File: config.mk
export PLATFORM = sky130hd
export DESIGN_NAME = qif_neuron_array
export DESIGN_NICKNAME = d
export VERILOG_FILES = /design/src/rtl/qif_neuron_array.sv
export SDC_FILE = /design/constraint.sdc
export NUM_CORES = 1
export LEC_CHECK = 0
export ABC_AREA = 1
export CELL_PAD_IN_SITES_DETAIL_PLACEMENT = 0
export CELL_PAD_IN_SITES_GLOBAL_PLACEMENT = 1
export CORE_ASPECT_RATIO = 1.2
export CORE_MARGIN = 2
export CORE_UTILIZATION = 45
export CTS_BUF_LIST = sky130_fd_sc_hd__clkbuf_8 sky130_fd_sc_hd__clkbuf_16
export DETAILED_ROUTE_END_ITERATION = 7
export PLACE_DENSITY_LB_ADDON = 0.1
export SYNTH_ARGS = -nofsm -noshare
export SYNTH_HDL_FRONTEND = slang
export SYNTH_SLANG_ARGS = --single-unit
File: constraint.sdc
create_clock -name clk -period 8.7 [get_ports clk]
set_input_delay 2.61 -clock clk [delete_from_list [all_inputs] [get_ports clk]]
set_output_delay 2.61 -clock clk [all_outputs]
set_load 0.1 [all_outputs]
File: src/rtl/qif_neuron_array.sv
// rtl/qif_neuron_array.sv - time-multiplexed quadratic integrate-and-fire neuron array
// One channel updated per accepted beat; registered result one cycle later.
module qif_neuron_array #(
  parameter int W       = 8,
  parameter int N_CH    = 4,
  parameter int CHW     = (N_CH > 1) ? $clog2(N_CH) : 1,
  parameter int V_RESET = -20,
  parameter int V_TH    = 50,
  parameter int SH_V    = 3,
  parameter int SH_I    = 2,
  parameter int REFRAC  = 2
) (
  input  logic           clk,
  input  logic           rst_n,
  input  logic           clr,
  input  logic           in_valid,
  input  logic [CHW-1:0] in_ch,
  input  logic [W-1:0]   I_syn,
  output logic           out_valid,
  output logic [CHW-1:0] out_ch,
  output logic [W-1:0]   V_out,
  output logic           spike
);

  localparam int NW = 2 * W + 2;
  localparam int RW = (REFRAC > 0) ? $clog2(REFRAC + 1) : 1;

  localparam logic signed [W-1:0]  C_VRST = W'(V_RESET);
  localparam logic signed [NW-1:0] C_VTH  = NW'(V_TH);
  localparam logic signed [NW-1:0] C_MAX  = NW'((2 ** (W - 1)) - 1);
  localparam logic signed [NW-1:0] C_MIN  = NW'(-(2 ** (W - 1)));
  localparam logic signed [NW-1:0] C_BV   = NW'((2 ** SH_V) - 1);
  localparam logic signed [NW-1:0] C_BI   = NW'((2 ** SH_I) - 1);
  localparam logic signed [NW-1:0] C_ZERO = '0;
  localparam logic [RW-1:0]        C_REF  = RW'(REFRAC);
  localparam logic [CHW:0]         C_NCH  = (CHW + 1)'(N_CH);

  logic signed [W-1:0] r_v   [N_CH];
  logic [RW-1:0]       r_ref [N_CH];
  logic                r_out_valid;
  logic [CHW-1:0]      r_out_ch;
  logic signed [W-1:0] r_v_out;
  logic                r_spike;

  logic                 w_accept;
  logic [CHW-1:0]       w_idx;
  logic signed [W-1:0]  w_v;
  logic [RW-1:0]        w_ref;
  logic signed [NW-1:0] w_vx, w_ix, w_vb, w_ib, w_q, w_i, w_prod, w_n, w_sat;
  logic                 w_fire;

  always_comb begin
    w_accept = in_valid & ~clr & ({1'b0, in_ch} < C_NCH);
    w_idx    = w_accept ? in_ch : '0;
    w_v      = r_v[w_idx];
    w_ref    = r_ref[w_idx];
    w_vx     = {{(NW - W){w_v[W-1]}}, w_v};
    w_ix     = {{(NW - W){I_syn[W-1]}}, I_syn};
    // Bias negatives before the arithmetic shift so division truncates toward zero
    w_vb     = w_vx + (w_vx[NW-1] ? C_BV : C_ZERO);
    w_ib     = w_ix + (w_ix[NW-1] ? C_BI : C_ZERO);
    w_q      = w_vb >>> SH_V;
    w_i      = w_ib >>> SH_I;
    w_prod   = w_q * w_q;
    w_n      = w_vx + w_prod + w_i;
    if (w_n > C_MAX)      w_sat = C_MAX;
    else if (w_n < C_MIN) w_sat = C_MIN;
    else                  w_sat = w_n;
    w_fire   = (w_sat >= C_VTH);
  end

  always_ff @(posedge clk or negedge rst_n) begin
    if (!rst_n) begin
      for (int k = 0; k < N_CH; k++) begin
        r_v[k]   <= C_VRST;
        r_ref[k] <= '0;
      end
      r_out_valid <= 1'b0;
      r_out_ch    <= '0;
      r_v_out     <= C_VRST;
      r_spike     <= 1'b0;
    end else if (clr) begin
      for (int k = 0; k < N_CH; k++) begin
        r_v[k]   <= C_VRST;
        r_ref[k] <= '0;
      end
      r_out_valid <= 1'b0;
    end else begin
      r_out_valid <= w_accept;
      if (w_accept) begin
        r_out_ch <= in_ch;
        if (w_ref != '0) begin
          r_v[w_idx]   <= C_VRST;
          r_ref[w_idx] <= w_ref - RW'(1);
          r_v_out      <= C_VRST;
          r_spike      <= 1'b0;
        end else if (w_fire) begin
          r_v[w_idx]   <= C_VRST;
          r_ref[w_idx] <= C_REF;
          r_v_out      <= C_VRST;
          r_spike      <= 1'b1;
        end else begin
          r_v[w_idx]   <= w_sat[W-1:0];
          r_v_out      <= w_sat[W-1:0];
          r_spike      <= 1'b0;
        end
      end
    end
  end

  assign out_valid = r_out_valid;
  assign out_ch    = r_out_ch;
  assign V_out     = r_v_out;
  assign spike     = r_spike;

endmodule

==> results, run 1 <==
- The number of storage elements in the synthesis netlist is 52.
- The type of the setup path with the least slack is primary input to flop.
- The slowest stage of the critical path is the fa_1 cell.
- The overall global routing resource usage is 26.3%.
- The sort of element at the start of the critical path is a primary input.
- The wire-length estimate of the detail-placed layout is 13400 um.
- Counting the fill cells in the layout gives 1140.
- The clock-pin slew on the worst setup and hold paths is 0.07 ns.
- The vertical die dimension is 129 um.
- The highest achievable clock rate is 0.106 GHz.
- Headroom to the max-slew limit came out at 34.8%.
- The worst clock skew on the final layout is 0.00466 ns.
- During synthesis, Yosys emitted a total of 0 warnings.
- For the pin with the worst max-slew slack, the measured transition is 0.975 ns.
- TritonCTS built the clock tree.
- The width of the chip is 108 um.
- The worst setup path startpoint is in_ch[1].
- The worst-case clock buffer depth is 2.
- The number of antenna repair diodes is 0.
- The post-synthesis average cell area is 6.82 um2.
- The worst-case reg-to-reg path depth is 42.
- The number of standard-cell rows in the floorplan is 45.
- The area of the core is 12600 um2.
- The count of nets left with antenna violations once routing finished came out at 0.
- The area growth from synthesis to final layout is 39.5%.
- Setup repair after global routing could not meet its margin everywhere.
- The share of synthesized area occupied by flip-flops and latches is 22.9%.
- STA puts the critical path data required time at 8.89 ns.
- The routed via count divided by cell count is 5.01.
- The tool flagged a number of max-cap violations equal to 0.
- The critical path data arrival time is 9.66 ns.
- TritonCTS created 5 clock buffers.
- The critical path endpoint category is a flop.
- The number of vias after detailed routing is 5837.
- The min-delay analysis places its worst path in the category flop to flop.
- During placement, the flow inserted port buffers numbering 25.
- The count of endpoints failing hold in the final timing report is 0.
- The run finished, with violations left.
- The most congested layer reported by global routing is met2.
- In this run, post-CTS hold repair placed 0 buffers.
- The post-route minimum period is 9.47 ns.
- Counting flops with an async set or reset pin after synthesis yields a share of 100%.
- In this run the worst path has a maximum fanout of 6.
- The average detailed-routed wire length per instance is 14.7 um.
- Registers take 1330 um2.
- The worst register-to-register path ends at r_ref[3].
- In the finished design, the share of the clock period the worst path needs comes to 109%.
- The number of DRC markers after the initial detailed-route iteration is 200.
- Once routing completed, OpenROAD measured the worst setup slack at -0.770 ns.
- The library cells used most frequently in the layout, excluding fill and tap cells, are nand2_1, buf_4, inv_1, nor2_1, nand3_1.
- The initial utilization of the core area, before any placement, comes to 46.1%.
- In the synthesized netlist, the number of instances is 853.
- The global routing met3 resource utilization is 2.03%.
- The startpoint of the worst register-to-register path is r_v[7].
- 26 I/O pins were placed.
- The capture point of the critical path is r_ref[3].
- The number of synthesized flops with an enable pin is 0.
- The clock latency reported for the late side of the worst-skew pair is 0.30 ns.
- The number of DRC violations after detailed routing is 0.
- The total clock sinks is 52.
- The pin count of the biggest net entering global routing is 53.
- The number of library cell types mapped by synthesis is 46.
- The max-slew violation count was 0.
- The level count of the clock H-tree is 2.
- The initial antenna violation count is 0.
- The fraction of met1 tracks used by global routing is 29.3%.
- The tree is rooted in a clkbuf_16.
- In this design, the stage delay of the slowest critical-path cell is 0.54 ns.
- The checks that failed: setup timing.
- In the final layout, the multi-input gates occupy 4450 um2.
- Cells fill 64.3% of the core in the end.
- The final layout contains routed wiring with a total length of 17100 um.
- The netlist area before placement is 5810 um2.
- The setup-violating endpoint count in the final report is 49.
- The cell count after placement is 1135.
- The post-layout net count is 1091.
- For this run, the detailed router's first-pass iteration total came to 6.
- The global-route wire length before repair is 28900 um.
- Summed over all failing endpoints, the final setup total negative slack is -33.08 ns.
- The main flop type after synthesis is dfrtp_1.
- The most common cell after layout, fill and taps aside is nand2_1.
- The pre-CTS setup slack is -1.72 ns.
- The number of nets produced by synthesis is 943.
- The remaining global-route overflow is 0.
- Global routing used 51.3% of the available met2 tracks.
- Of the cells placed in the final design, the portion with a size suffix greater than 1 is 33.5%.
- The register-to-register setup slack is 1.53 ns.
- The finished layout holds 1166 standard cells, fillers aside.
- The via count of the first global-routing pass is 6043.
- The floorplan die area is 13900 um2.
- The placer's final routability congestion estimate is 0.892.
==> cell usage after synthesis, types with 4 or more instances <==
cell type | n | share of area [%]
o22ai_1 | 11 | 1.2
fa_1 | 38 | 13
nor2_1 | 72 | 4.6
xnor2_1 | 5 | 0.75
o21ai_1 | 9 | 0.77
clkbuf_1 | 9 | 0.58
nand2_1 | 287 | 19
inv_2 | 10 | 0.65
a21oi_1 | 15 | 1.3
nand2_2 | 12 | 1.3
nand2_4 | 4 | 0.77
xor2_1 | 4 | 0.60
nand4_1 | 5 | 0.54
ha_1 | 38 | 8.2
dfrtp_1 | 27 | 12
nor2_2 | 4 | 0.43
buf_1 | 4 | 0.26
nand3_1 | 50 | 4.3
dfstp_2 | 25 | 11
inv_1 | 133 | 8.6
o21ai_0 | 46 | 4.0
==> per-stage QoR <==
stage,hold slack (ns),area [um2]
final,0.472,8110
after detailed placement,0.463,7310
after floorplan,0.442,6140
after global placement,0.456,7310
after CTS,0.474,7840
after global routing,0.499,8110
==> what timing repair did <==
action,CTS,global route
hold endpoints to repair,0,0
setup buffers,15,7
resized for setup,71,69
setup endpoints to repair,49,49
pin swaps,52,49
cloned,3,0
==> flip-flops by register name, summed over array words and instances, names as in the netlist <==
| signal | count |
|---|---|
| out_valid | 1 |
| spike | 1 |
| r_v | 32 |
| out_ch | 2 |
| r_ref | 8 |
| V_out | 8 |
==> area by class of cell <==
| type | instances | area share [%] |
|---|---|---|
| tap | 164 | 2.53 |
| clock buffer | 5 | 1.54 |
| sequential | 52 | 16.4 |
| timing repair buffer | 162 | 16.8 |
| multi-input combinational | 633 | 54.9 |
| timing repair inverter | 1 | 0.0926 |
| inverter | 146 | 7.24 |
| clock inverter | 3 | 0.478 |
==> routing by layer <==
layer	part of all wire [%]	up-vias
met5	0	-
met4	2.5	0
met3	2.6	27
met2	56	82
met1	38	2785
li1	-	2943
==> worst min-delay path by stage <==
stage,startpoint,endpoint,cells past startpoint
after floorplan,r_v[25],r_v[25],2
after global placement,r_v[25],r_v[25],2
after detailed placement,V_out[7],V_out[7],2
after CTS,V_out[7],V_out[7],2
after global routing,r_v[11],r_v[11],2
final,V_out[7],V_out[7],2
==> cell families (layout without fill, tap and decap cells) <==
| group | after synthesis | in the layout | synth area share, % |
|---|---|---|---|
| AND/OR/NAND/NOR | 449 | 450 | 32.8 |
| buffers and inverters | 169 | 317 | 11.7 |
| adder cells (fa/ha/maj) | 76 | 76 | 21.3 |
| AO/OA/AOI/OAI | 98 | 98 | 9.94 |
| flip-flops | 52 | 52 | 22.9 |
| XOR/XNOR | 9 | 9 | 1.36 |
==> worst max-delay path: cells and delay by family <==
family          cells  cell delay [ns]
simple gates       23             2.15
fa+ha+maj           7             2.92
compound gates      7             0.95
buf+inv            11             0.99
Power of run 1 is left out: the tool's default activity adds up to more than one toggle a clock period on the data nets, which glitch-free logic cannot reach.
==> run 2: changes to the inputs <==
CORE_UTILIZATION = 49   (was 45)
TNS_END_PERCENT = 5   (was unset)
clock period = 12.2 ns   (was 8.7 ns; I/O delays follow)
==> results, run 2 (synthesized netlist as in run 1, its figures left out) <==
- The number of vias after detailed routing is 5482.
- The setup path with the least slack is of type primary input to flop.
- Broken down by cell family, the worst path's largest delay share belongs to adder cells.
- The number of buffers inserted by post-CTS setup repair is 0.
- Once layout is complete, the utilization of the core stands at 56.6%.
- The finished layout holds 1050 standard cells, fillers aside.
- The overall global routing resource usage is 25.9%.
- For hold timing, the worst endpoint is V_out[7].
- The highest achievable clock rate is 0.0867 GHz.
- Dividing the detail-routed via count by the number of cells gives 5.22.
- The critical-path cell with the highest stage delay is fa_1.
- The critical path data arrival time is 11.72 ns.
- The max-slew violation count was 0.
- The multi-input combinational cells in the finished layout cover a total of 3850 um2.
- The layout cell share with drive strength beyond 1 is 13.0%.
- The count of endpoints failing hold in the final timing report came to 0.
- Counting cells, the worst reg-to-reg path comes to 42.
- The count of port buffers added during placement is 25.
- After layout, the worst path uses 94.5% of the clock period.
- The number of DRC violations after detailed routing is 0.
- Across the run, the number of max-cap violations was 0.
- The remaining global-route overflow is 0.
- Detailed routing placed a total of 8500 um of wire on met2.
- The flip-flop and latch area is 1330 um2.
- Counting every sink on the clock net gives 52.
- The hold-critical path depth is 2.
- The via count of the first global-routing pass was 5404.
- The floorplan die area is 12800 um2.
- The detailed router put a total of 6170 um of wire on met1.
- The startpoint of the lowest-slack hold path is V_out[7].
- The number of detailed-routing iterations run before antenna repair is 5.
- The core region is 11600 um2.
- The post-route standard cell area excluding fillers is 6550 um2.
- In the final design database the tool counted 982 nets.
- The critical path endpoint category is a flop.
- The number of DRC markers after the initial detailed-route iteration is 269.
- The post-route minimum period is 11.53 ns.
- Entering global routing, the biggest net connects 53 pins.
- The register with the most flip-flops in the layout has 32 of them.
- The remaining antenna violation count after routing is 0.
- The area growth from synthesis to layout is 12.7%.
- The highest routed metal layer is met4.
- In the layout the commonest cells are nand2_1, inv_1, nor2_1, nand3_1, o21ai_0.
- The sort of element at the start of the critical path is a primary input.
- In this run the core area contains 43 standard-cell rows.
- The number of filler instances in the final layout is 1138.
- Pin placement for this block handled 26 I/O pins.
- The post-detailed-routing wire length is 15700 um.
- Measured along the y axis, the die boundary spans 123 um.
- More flip-flops sit in one register than any other, and that register is r_v.
- The HPWL after detailed placement is 12600 um.
- TritonCTS created 5 clock buffers.
- The library cell used most frequently in the layout, excluding fill and tap cells, is nand2_1.
- The endpoint of the most critical register-to-register path is r_v[16].
- The number of antenna diodes in the final layout is 0.
- At the pin with the least slew margin, the transition time is 0.973 ns.
- For the final database, setup skew stands at 0.00634 ns.
- The worst relative slew slack is 35.0%.
- The most used cell along the critical path is nand2_1.
- The root buffer cell chosen for the clock tree is clkbuf_16.
- Clock-pin slew was measured on the worst setup and hold paths at 0.07 ns.
- The worst hold-check path type is flop to flop.
- The initial antenna violation count is 0.
- The register-to-register setup slack is 4.55 ns.
- In this run, placement finished with an instance count of 1042.
- Hold repair after CTS inserted 0 buffers.
- The average detailed-routed wire length per instance is 15.0 um.
- Setup violations remaining at the end of the flow were counted as 0.
- The run finished with clean final reports.
- The routed design uses 444 um of met3 wire.
- At the worst endpoint, the required time is 12.38 ns.
- The initial cell density of the core is 50.3%.
- The placed instances occupy a cell area of 6350 um2.
- The width of the chip is 103 um.
- The later pin in the worst-skew pair is clocked with a latency of 0.29 ns.
- The startpoint of the worst register-to-register path is r_v[7].
- The worst-path maximum fanout is 20.
- The clock tree synthesis step divided the H-tree into 2 levels.
- The placer's final routability congestion estimate is 0.918.
- The first global-routing pass estimated 25500 um of wire.
- The clock passes through at most 2 buffers.
- The buffering stage count on the worst path with inverters included is 14.
- The maximum cell stage delay along the critical path is 0.56 ns.
- TritonCTS built the clock tree.
[run 2: cell types whose count changed in the layout (fill, tap and decap cells not counted), moves of 15 or more]
cell and delta:
inv_1 +16, o21ai_0 +26, nand2_1 +29, buf_4 -98, o21ai_2 -15, nand2_2 -19
[run 2: worst max path at each step]
stage | from | to | slack (ns) | depth (start not counted)
2_1_floorplan | clr | r_v[28] | 0.95 | 46
3_3_place_gp | in_valid | r_v[30] | 0.15 | 44
3_5_place_dp | clr | r_v[26] | -0.03 | 47
4_1_cts | clr | r_v[26] | 0.25 | 47
5_1_grt | clr | r_v[16] | -0.002 | 48
6_report | clr | r_v[16] | 0.67 | 49
[run 2: layout make-up]
| class | count | share of cell area (%) |
|---|---|---|
| clock buffers | 6 | 2.12 |
| clock inverters | 2 | 0.115 |
| multi-input cells | 632 | 58.8 |
| well taps | 157 | 3.00 |
| flip-flops and latches | 52 | 20.3 |
| repair buffers | 55 | 7.24 |
| inverters | 146 | 8.37 |
[run 2: through the flow]
stage	hold slack, ns	setup TNS, ns	worst slack [ns]
3_3_place_gp	0.458	0	0.147
4_1_cts	0.474	0	0.251
5_1_grt	0.486	-0.00151	-0.00151
6_report	0.468	0	0.666
3_5_place_dp	0.461	-0.0419	-0.0274
2_1_floorplan	0.449	0	0.952
[run 2: layer usage]
metal	vias up	GRT usage, %
met2	124	49.0
met4	0	11.4
met1	2602	28.6
met3	40	2.60
met5	-	0
li1	2716	-
[run 2: worst register-to-register path, delay by kind of cell (launching register included)]
family	cells	cell delay [ns]
buffers and inverters	11	1.09
AOI/OAI and AO/OA	6	0.94
DFF	1	0.53
and+or+nand+nor	18	1.93
adders and majority gates	7	3.02
[run 2: timing repair]
item                       4_1_cts  5_1_grt
resized for setup                0       17
hold endpoints to repair         0        0
setup endpoints to repair        0       49
Power of run 2 is left out for the same reason.
